`src/rtl/fir_stream_driver.sv`:
```
// fir_stream_driver
//   Host-side stream driver for the 15-tap wordlength-configurable FIR.
//   Holds the per-tap fractional wordlength register file, issues host
//   samples plus N_TAPS-1 zero flush beats per run into the FIR, captures
//   one FIR result per beat two cycles later and returns results to the
//   host through a 4-entry valid/ready buffer.
//
// Ports
//   clk, rst                 clock, synchronous active-high reset
//   cfg_we/cfg_addr/cfg_data wordlength write (honoured only in IDLE)
//   frac_wl                  registered wordlength array to the FIR
//   s_data/s_valid/s_last    host sample stream, s_ready back-pressure
//   fir_data_in/fir_in_valid registered beat towards the FIR
//   fir_data_out             FIR result (sum register)
//   m_data/m_valid/m_last    result stream, m_ready from host
//   busy                     state is not IDLE
module fir_stream_driver #(
  parameter int N_TAPS  = 15,
  parameter int IN_WL   = 12,
  parameter int OUT_WL  = 12,
  parameter int FWL_W   = 8,
  parameter int FWL_RST = 16
) (
  input  logic                          clk,
  input  logic                          rst,
  input  logic                          cfg_we,
  input  logic [3:0]                    cfg_addr,
  input  logic [FWL_W-1:0]              cfg_data,
  output logic [N_TAPS-1:0][FWL_W-1:0]  frac_wl,
  input  logic [IN_WL-1:0]              s_data,
  input  logic                          s_valid,
  input  logic                          s_last,
  output logic                          s_ready,
  output logic [IN_WL-1:0]              fir_data_in,
  output logic                          fir_in_valid,
  input  logic [OUT_WL-1:0]             fir_data_out,
  output logic [OUT_WL-1:0]             m_data,
  output logic                          m_valid,
  output logic                          m_last,
  input  logic                          m_ready,
  output logic                          busy
);

  localparam logic [1:0] S_IDLE  = 2'd0;
  localparam logic [1:0] S_RUN   = 2'd1;
  localparam logic [1:0] S_FLUSH = 2'd2;
  localparam logic [1:0] S_DRAIN = 2'd3;
  localparam int FC_W = $clog2(N_TAPS);

  logic [1:0]        state;
  logic [FC_W-1:0]   flush_cnt;
  // vld_pipe[0] mirrors fir_in_valid, vld_pipe[1] is the capture cycle
  logic [1:0]        vld_pipe;
  logic [1:0]        last_pipe;
  logic [2:0]        fifo_count;
  logic [1:0]        wr_ptr, rd_ptr;
  logic [OUT_WL-1:0] fifo_data [4];
  logic              fifo_last [4];

  logic [2:0] occ;
  logic       credit, s_fire, flush_fire, flush_final, beat, push, pop, cfg_ok;

  // Outstanding results = buffered + in flight. A same-cycle pop is not
  // credited, which keeps the limit safe at the cost of nothing in
  // steady state (occupancy sits at 3 with m_ready held high).
  assign occ         = fifo_count + {2'b0, vld_pipe[0]} + {2'b0, vld_pipe[1]};
  assign credit      = occ < 3'd4;
  assign s_ready     = ((state == S_IDLE) || (state == S_RUN)) && credit;
  assign s_fire      = s_valid && s_ready;
  assign flush_fire  = (state == S_FLUSH) && credit;
  assign flush_final = flush_fire && (flush_cnt == FC_W'(N_TAPS-2));
  assign beat        = s_fire || flush_fire;
  assign push        = vld_pipe[1];
  assign pop         = m_valid && m_ready;
  assign cfg_ok      = cfg_we && (state == S_IDLE) && (int'(cfg_addr) < N_TAPS);

  assign m_valid = (fifo_count != 3'd0);
  assign m_data  = fifo_data[rd_ptr];
  assign m_last  = m_valid && fifo_last[rd_ptr];
  assign busy    = (state != S_IDLE);

  always_ff @(posedge clk) begin
    if (rst) begin
      for (int i = 0; i < N_TAPS; i++) frac_wl[i] <= FWL_W'(FWL_RST);
    end else if (cfg_ok) begin
      for (int i = 0; i < N_TAPS; i++)
        if (cfg_addr == 4'(i)) frac_wl[i] <= cfg_data;
    end
  end

  always_ff @(posedge clk) begin
    if (rst) begin
      state        <= S_IDLE;
      flush_cnt    <= '0;
      fir_in_valid <= 1'b0;
      fir_data_in  <= '0;
      vld_pipe     <= '0;
      last_pipe    <= '0;
      fifo_count   <= '0;
      wr_ptr       <= '0;
      rd_ptr       <= '0;
      for (int i = 0; i < 4; i++) begin
        fifo_data[i] <= '0;
        fifo_last[i] <= 1'b0;
      end
    end else begin
      fir_in_valid <= beat;
      if (beat) fir_data_in <= s_fire ? s_data : '0;
      vld_pipe  <= {vld_pipe[0], beat};
      last_pipe <= {last_pipe[0], flush_final};

      // FIR sum register was loaded at the end of the fir_in_valid cycle
      if (push) begin
        fifo_data[wr_ptr] <= fir_data_out;
        fifo_last[wr_ptr] <= last_pipe[1];
        wr_ptr            <= wr_ptr + 2'd1;
      end
      if (pop) rd_ptr <= rd_ptr + 2'd1;
      fifo_count <= fifo_count + {2'b0, push} - {2'b0, pop};

      if (s_fire && s_last)  flush_cnt <= '0;
      else if (flush_fire)   flush_cnt <= flush_cnt + 1'b1;

      case (state)
        S_IDLE:  if (s_fire) state <= s_last ? S_FLUSH : S_RUN;
        S_RUN:   if (s_fire && s_last) state <= S_FLUSH;
        S_FLUSH: if (flush_final) state <= S_DRAIN;
        S_DRAIN: if (pop && m_last) state <= S_IDLE;
        default: state <= S_IDLE;
      endcase
    end
  end

endmodule
```
`config.mk`:
```
export PLATFORM = sky130hd
export DESIGN_NAME = fir_stream_driver
export DESIGN_NICKNAME = d
export VERILOG_FILES = /design/src/rtl/fir_stream_driver.sv
export SDC_FILE = /design/constraint.sdc
export NUM_CORES = 1
export LEC_CHECK = 0
export CORE_MARGIN = 3
export CORE_UTILIZATION = 50
export DETAILED_ROUTE_END_ITERATION = 8
export GPL_TIMING_DRIVEN = 1
export PLACE_DENSITY = 0.8
export SLEW_MARGIN = 20
export SYNTH_ARGS = -nofsm -noshare
export SYNTH_HDL_FRONTEND = slang
export SYNTH_SLANG_ARGS = --single-unit
```
`constraint.sdc`:
```
create_clock -name clk -period 2.8 [get_ports clk]
set_input_delay 0.56 -clock clk [delete_from_list [all_inputs] [get_ports clk]]
set_output_delay 0.56 -clock clk [all_outputs]
set_load 0.005 [all_outputs]
```
==> results of run 1 <==
==> sequential cells by signal, indices dropped and copies added, names as in the netlist, named ones only <==
register	count
fir_data_in	12
fifo_data	48
vld_pipe	2
flush_cnt	4
rd_ptr	2
last_pipe	2
state	2
fifo_count	3
frac_wl	120
wr_ptr	2
fifo_last	4
==> final cells by class <==
class	instances	area, um^2	area share (%)
clock buffers	29	575.6	5.282
clock inverters	8	97.59	0.8956
inverters	11	41.29	0.3789
multi-input cells	449	3281	30.11
flip-flops and latches	203	4586	42.08
well taps	211	264.0	2.423
repair buffers	210	2052	18.83
==> logic make-up after synthesis <==
logic type / Yosys count / share of synthesized area [%]
multiplexers: 127 / 17.79
buffers and inverters: 51 / 2.682
XOR/XNOR: 9 / 0.9768
AO/OA/AOI/OAI: 38 / 3.675
flip-flops: 203 / 56.82
AND/OR/NAND/NOR: 264 / 16.27
adder cells (fa/ha/maj): 11 / 1.799
==> cells in the final DEF (no fill, tap or decap), types with 2 or more instances in the layout <==
cell type / count
nor2_2: 8
clkbuf_1: 6
dfxtp_1: 150
mux2i_1: 113
nor2_1: 111
clkinv_2: 3
or4_1: 2
bufinv_16: 2
mux4_2: 13
buf_4: 20
clkbuf_8: 2
clkinvlp_4: 3
ha_1: 10
or2_2: 2
nand3b_1: 12
a221oi_4: 2
inv_1: 10
xnor2_1: 5
nand4b_1: 2
and2_1: 53
clkdlybuf4s50_1: 188
nand2_1: 42
nor3_1: 2
edfxtp_1: 52
clkbuf_16: 21
a21oi_1: 19
nand2b_1: 4
xor2_1: 4
o21ai_0: 2
nand4_1: 2
nand3_1: 11
nor2b_1: 5
o311a_1: 2
==> power groups by stage <==
stage	Combinational [mW]	Clock (mW)	Sequential (mW)
2_1_floorplan	0.955	0	3.36
3_3_place_gp	1.52	0	3.35
3_5_place_dp	1.60	0	3.37
4_1_cts	1.61	2.78	3.31
5_1_grt	1.74	2.90	3.33
6_report	1.60	2.73	3.31
==> cells in the mapped netlist (all sizes together), types with 2 or more instances <==
cell type	number	area share, %
ha	10	1.6
buf	9	0.71
and2	53	4.1
nor2b	5	0.39
o311a	2	0.25
xor2	4	0.43
nand3b	12	1.1
mux4	13	3.6
a21o	2	0.19
or2	2	0.16
xnor2	5	0.54
nand4b	2	0.22
nor3	4	0.45
or4	2	0.19
nand2b	4	0.31
a21boi	2	0.23
mux2i	113	14
a221oi	3	0.76
nand3	12	0.81
a21oi	19	1.2
inv	10	0.47
o21a	2	0.28
dfxtp	151	37
o21ai	3	0.19
nor2	119	5.8
clkbuf	31	1.5
edfxtp	52	19
nand4	2	0.16
nand2	42	2.0
==> through the flow <==
step | setup WS (ps) | instance area (um^2) | utilization (%)
5_1_grt | 48.77 | 10900 | 70.38
2_1_floorplan | 775.6 | 8069 | -
3_5_place_dp | 179.3 | 10210 | 65.92
4_1_cts | 39.38 | 10890 | 70.35
6_report | 122.5 | 10900 | 70.38
3_3_place_gp | 318.6 | 10210 | 65.92
==> final timing paths <==
path                   start  slack [ps]          end  depth (start not counted)
setup / recovery        flop         120    m_data[9]                          3
hold reg to reg   frac_wl[6]         460   frac_wl[6]                          2
hold / removal    frac_wl[6]         460   frac_wl[6]                          2
setup reg to reg    state[0]         480  frac_wl[34]                          6
==> routing by layer <==
| layer | global-route usage [%] | share of wire [%] |
|---|---|---|
| met3 | 7.072 | 7.9 |
| met1 | 27.89 | 39 |
| met4 | 5.543 | 1.8 |
| met5 | 0 | 0 |
| met2 | 41.62 | 51 |
==> critical path: stages, from the launching register on <==
cell and delay, ps:
dfxtp_1 370, buf_6 220, mux4_2 540, clkdlybuf4s50_1 490
==> out/qor.yml, run 1 <==
syn_avg_cell_area_um2: 11.48
cp-start-kind: "flop"
ys_warn_count: 0
grt_max_degree: 100
drtIter0Drc: 307
crit_path_max_fanout: 12
first_pass_iters: 4
gp_congestion: 0.8025
cts_resized: 4
powerDensity_mw_per_mm2: 701.0
sequentialPowerShare_pct: 43.3
critPathCaptureType: "primary output"
vias: 5855
yosys.cell_types.count: 51
post-cts-setup-buffers: 0
first_global_vias: 6065
peakVddDrop_mv: 0.5110
hold_slack_ps: 456.5
p_switching_mw: 1.994
ys_ff_latch: 203
drive_gt1_share_pct: 9.780
root_buffer: "clkbuf_16"
power_mw: 7.639
instances_no_fill: 1121
rsz0062_at_grt: "false"
fin_nets: 949
syn2layout_area_growth_pct: 35.04
netlist_instances: 703
syn-num-nets: 756
dpl.cell_count: 1084
fin_setup_tns_ps: 0
sw_frac_of_total_pct: 26.10
relSlewSlack_pct: 30.93
core-area_mm2: 0.01548
max_clock_freq_ghz: 0.3735
drt-total-wl_mm: 21.00
clk_pin_slew_ps: 60
tightest_slew_ps: 1036
synth-async-reset-ratio_pct: 0
cts.path.max_buffers: 3
hold_viol: 0
wire_per_inst_um: 18.74
drv_cap: 0
seq_area_frac_synth_pct: 56.82
vias_per_cell: 5.223
crit_type: "flop to primary output"
critical_path_arrival_ps: 2120
fillerInstances: 1073
antenna_found_initial: 0
die_h_um: 133.0
pwr-share-clk_pct: 35.7
leakage_nw: 4.114
grt.total_usage_pct: 23.45
synth_edf_count: 52
die_w_um: 133.0
cts_tree: "built"
postCtsHoldBufs: 0
fp-row-count: 45
status: "completed"
timing.final.crit_share_pct: 95.63
synth_ff_type: "dfxtp_1"
period_minus_slack_ps: 2678
clkLatencyLatePin_ps: 490
cts_sinks: 203
gr-total-overflow: 0
combinationalPowerShare_pct: 20.9
internal_power_mw: 5.645
syn_area_mm2: 0.008069
report.final.slew_viol_count: 0
drtAntennaViolNets: 0
die-area_mm2: 0.01770
numCtsBuffers: 21
antenna_cells: 0
dp_hpwl_mm: 14.41
ioPinCount: 191
grt_pass1_wl_mm: 33.42
port_buffers: 190
worstPathRequired_ps: 2240
initial_utilization_pct: 52.11
setup_viol: 0
fin_skew_ps: 10.46
hold_path_class: "flop to flop"
htree_levels: 1
route.detailed.drc: 0
No activity file was read; power rests on OpenSTA's default activity.
==> inputs of run 2 (changes only) <==
--- a/config.mk
+++ b/config.mk
@@ -10,6 +10,7 @@
 export DETAILED_ROUTE_END_ITERATION = 8
 export GPL_TIMING_DRIVEN = 1
 export PLACE_DENSITY = 0.8
+export REMOVE_ABC_BUFFERS = 1
 export SLEW_MARGIN = 20
 export SYNTH_ARGS = -nofsm -noshare
 export SYNTH_HDL_FRONTEND = slang
==> run 2 against run 1 <==
Net effect:
- wire length rose by 3.3%
- design area grew 0.84%
- clock power increased by 5%
- via count is 1.5% higher
- clock skew is 9.2 ps higher
- sequential power is 1% higher
- die area unchanged
==> out/qor.yml, run 2 (synthesis results as in run 1) <==
route.detailed.drc: 0
htree_levels: 1
drt-total-wl_mm: 21.69
antenna_found_initial: 0
critPathTopFamily: "compound AO/OA/AOI/OAI gates"
gr-total-overflow: 0
antenna_cells: 0
first_global_vias: 6347
largestRegisters: "frac_wl (120), fifo_data (48), fir_data_in (12)"
wire_per_inst_um: 19.30
clk_pin_slew_ps: 60
die-area_mm2: 0.01770
peakVddDrop_mv: 0.5191
slowest_delay_ps: 500
root_buffer: "clkbuf_16"
numCtsBuffers: 22
critPathSlowestCell: "clkdlybuf4s50_1"
cts_tree: "built"
setup_viol: 0
powerDensity_mw_per_mm2: 714.8
fin_nets: 950
syn2layout_area_growth_pct: 36.18
hold_viol: 0
final_common_cell: "clkdlybuf4s50_1"
status: "completed"
critPathCaptureType: "primary output"
relSlewSlack_pct: 39.12
grt_pass1_wl_mm: 34.11
drv_cap: 0
tightest_slew_ps: 910.3
fp-row-count: 45
drtAntennaViolNets: 0
report.final.slew_viol_count: 0
drtIter0Drc: 323
die_h_um: 133.0
ioPinCount: 191
worstPathRequired_ps: 2240
cts_sinks: 203
crit_chain: "ha_4, a21o_4, a22oi_2, o21a_1, clkdlybuf4s50_1"
drive_gt1_share_pct: 10.62
timing.final.crit_share_pct: 97.57
fin_skew_ps: 19.63
clkLatencyLatePin_ps: 510
final_cell_mix: "clkdlybuf4s50_1 (189), dfxtp_1 (149), mux2i_1 (113)"
cts.path.max_buffers: 3
initial_utilization_pct: 52.11
period_minus_slack_ps: 2732
regMostFlops: "frac_wl"
port_buffers: 190
crit_buf_inv: 1
vias: 5942
grt.total_usage_pct: 23.88
crit_type: "flop to primary output"
vias_per_cell: 5.286
cp-start-kind: "flop"
crit_path_max_fanout: 4
critical_path_arrival_ps: 2170
dp_hpwl_mm: 14.56
largest_reg_flops: 120
grt_max_degree: 112
hold_path_class: "input port to flop"
max_clock_freq_ghz: 0.3660
layout_setup_ws_ps: 68.11
leakage_nw: 4.144
core-area_mm2: 0.01548
die_w_um: 133.0
dp_slack_ps: 231.6
power_mw: 7.854
gp_congestion: 0.8026
first_pass_iters: 4
postCtsHoldBufs: 0
==> run 2: cell count changes in the layout (fill, tap and decap cells not counted), sizes merged <==
cell           delta
clkdlybuf4s50     +1
clkbuf            -3
clkinv            +4
clkinvlp          +2
dlygate4sd2       -1
==> run 2: per-stage QoR <==
| step | area [um^2] | std cells | setup TNS, ps | utilization [%] | hold WS, ps |
|---|---|---|---|---|---|
| final | 10990 | 1124 | 0 | 70.97 | 432.7 |
| after global routing | 10990 | 1124 | -19.86 | 70.97 | 433.8 |
| after CTS | 10930 | 1122 | 0 | 70.59 | 415.5 |
| after detailed placement | 10190 | 1082 | 0 | 65.83 | 428.1 |
| after global placement | 10190 | 1082 | 0 | 65.83 | 429.9 |
| after floorplan | 7894 | 663 | 0 | - | 413.8 |
==> run 2: layout make-up <==
type / instances / area (um^2)
clock inverter: 14 / 126.4
sequential: 203 / 4589
tap: 211 / 264.0
clock buffer: 26 / 596.8
multi-input combinational: 449 / 3301
fill: 1093 / 4496
timing repair buffer: 210 / 2069
inverter: 11 / 41.29
==> run 2: path summary, 6_finish.rpt <==
path                              startpoint  depth (start not counted)  slack (ps)            to
worst max-delay path             vld_pipe[1]                          5          70       s_ready
worst min-delay path                     rst                          2         430     rd_ptr[0]
worst max register to register      state[0]                          6         480   frac_wl[66]
worst min register to register  last_pipe[0]                          1         440  last_pipe[1]
==> run 2: routing by layer <==
metal	vias up	part of all wire [%]	global-route usage, %
li1	2798	-	-
met1	2929	41	30.27
met2	183	49	40.21
met3	32	7.4	7.072
met4	0	2.3	5.947
met5	-	0	0
==> run 2: what timing repair did <==
item	4_1_cts	5_1_grt
setup endpoints to repair	10	3
pin swaps	1	1
buffers inserted	0	1
gates resized for setup	3	4
==> run 2: power breakdown <==
group | leakage, nW | internal, mW | switching (mW)
Clock | 0.347 | 1.71 | 1.18
Combinational | 2.04 | 0.858 | 0.766
Sequential | 1.76 | 3.20 | 0.150
Total | 4.14 | 5.76 | 2.09
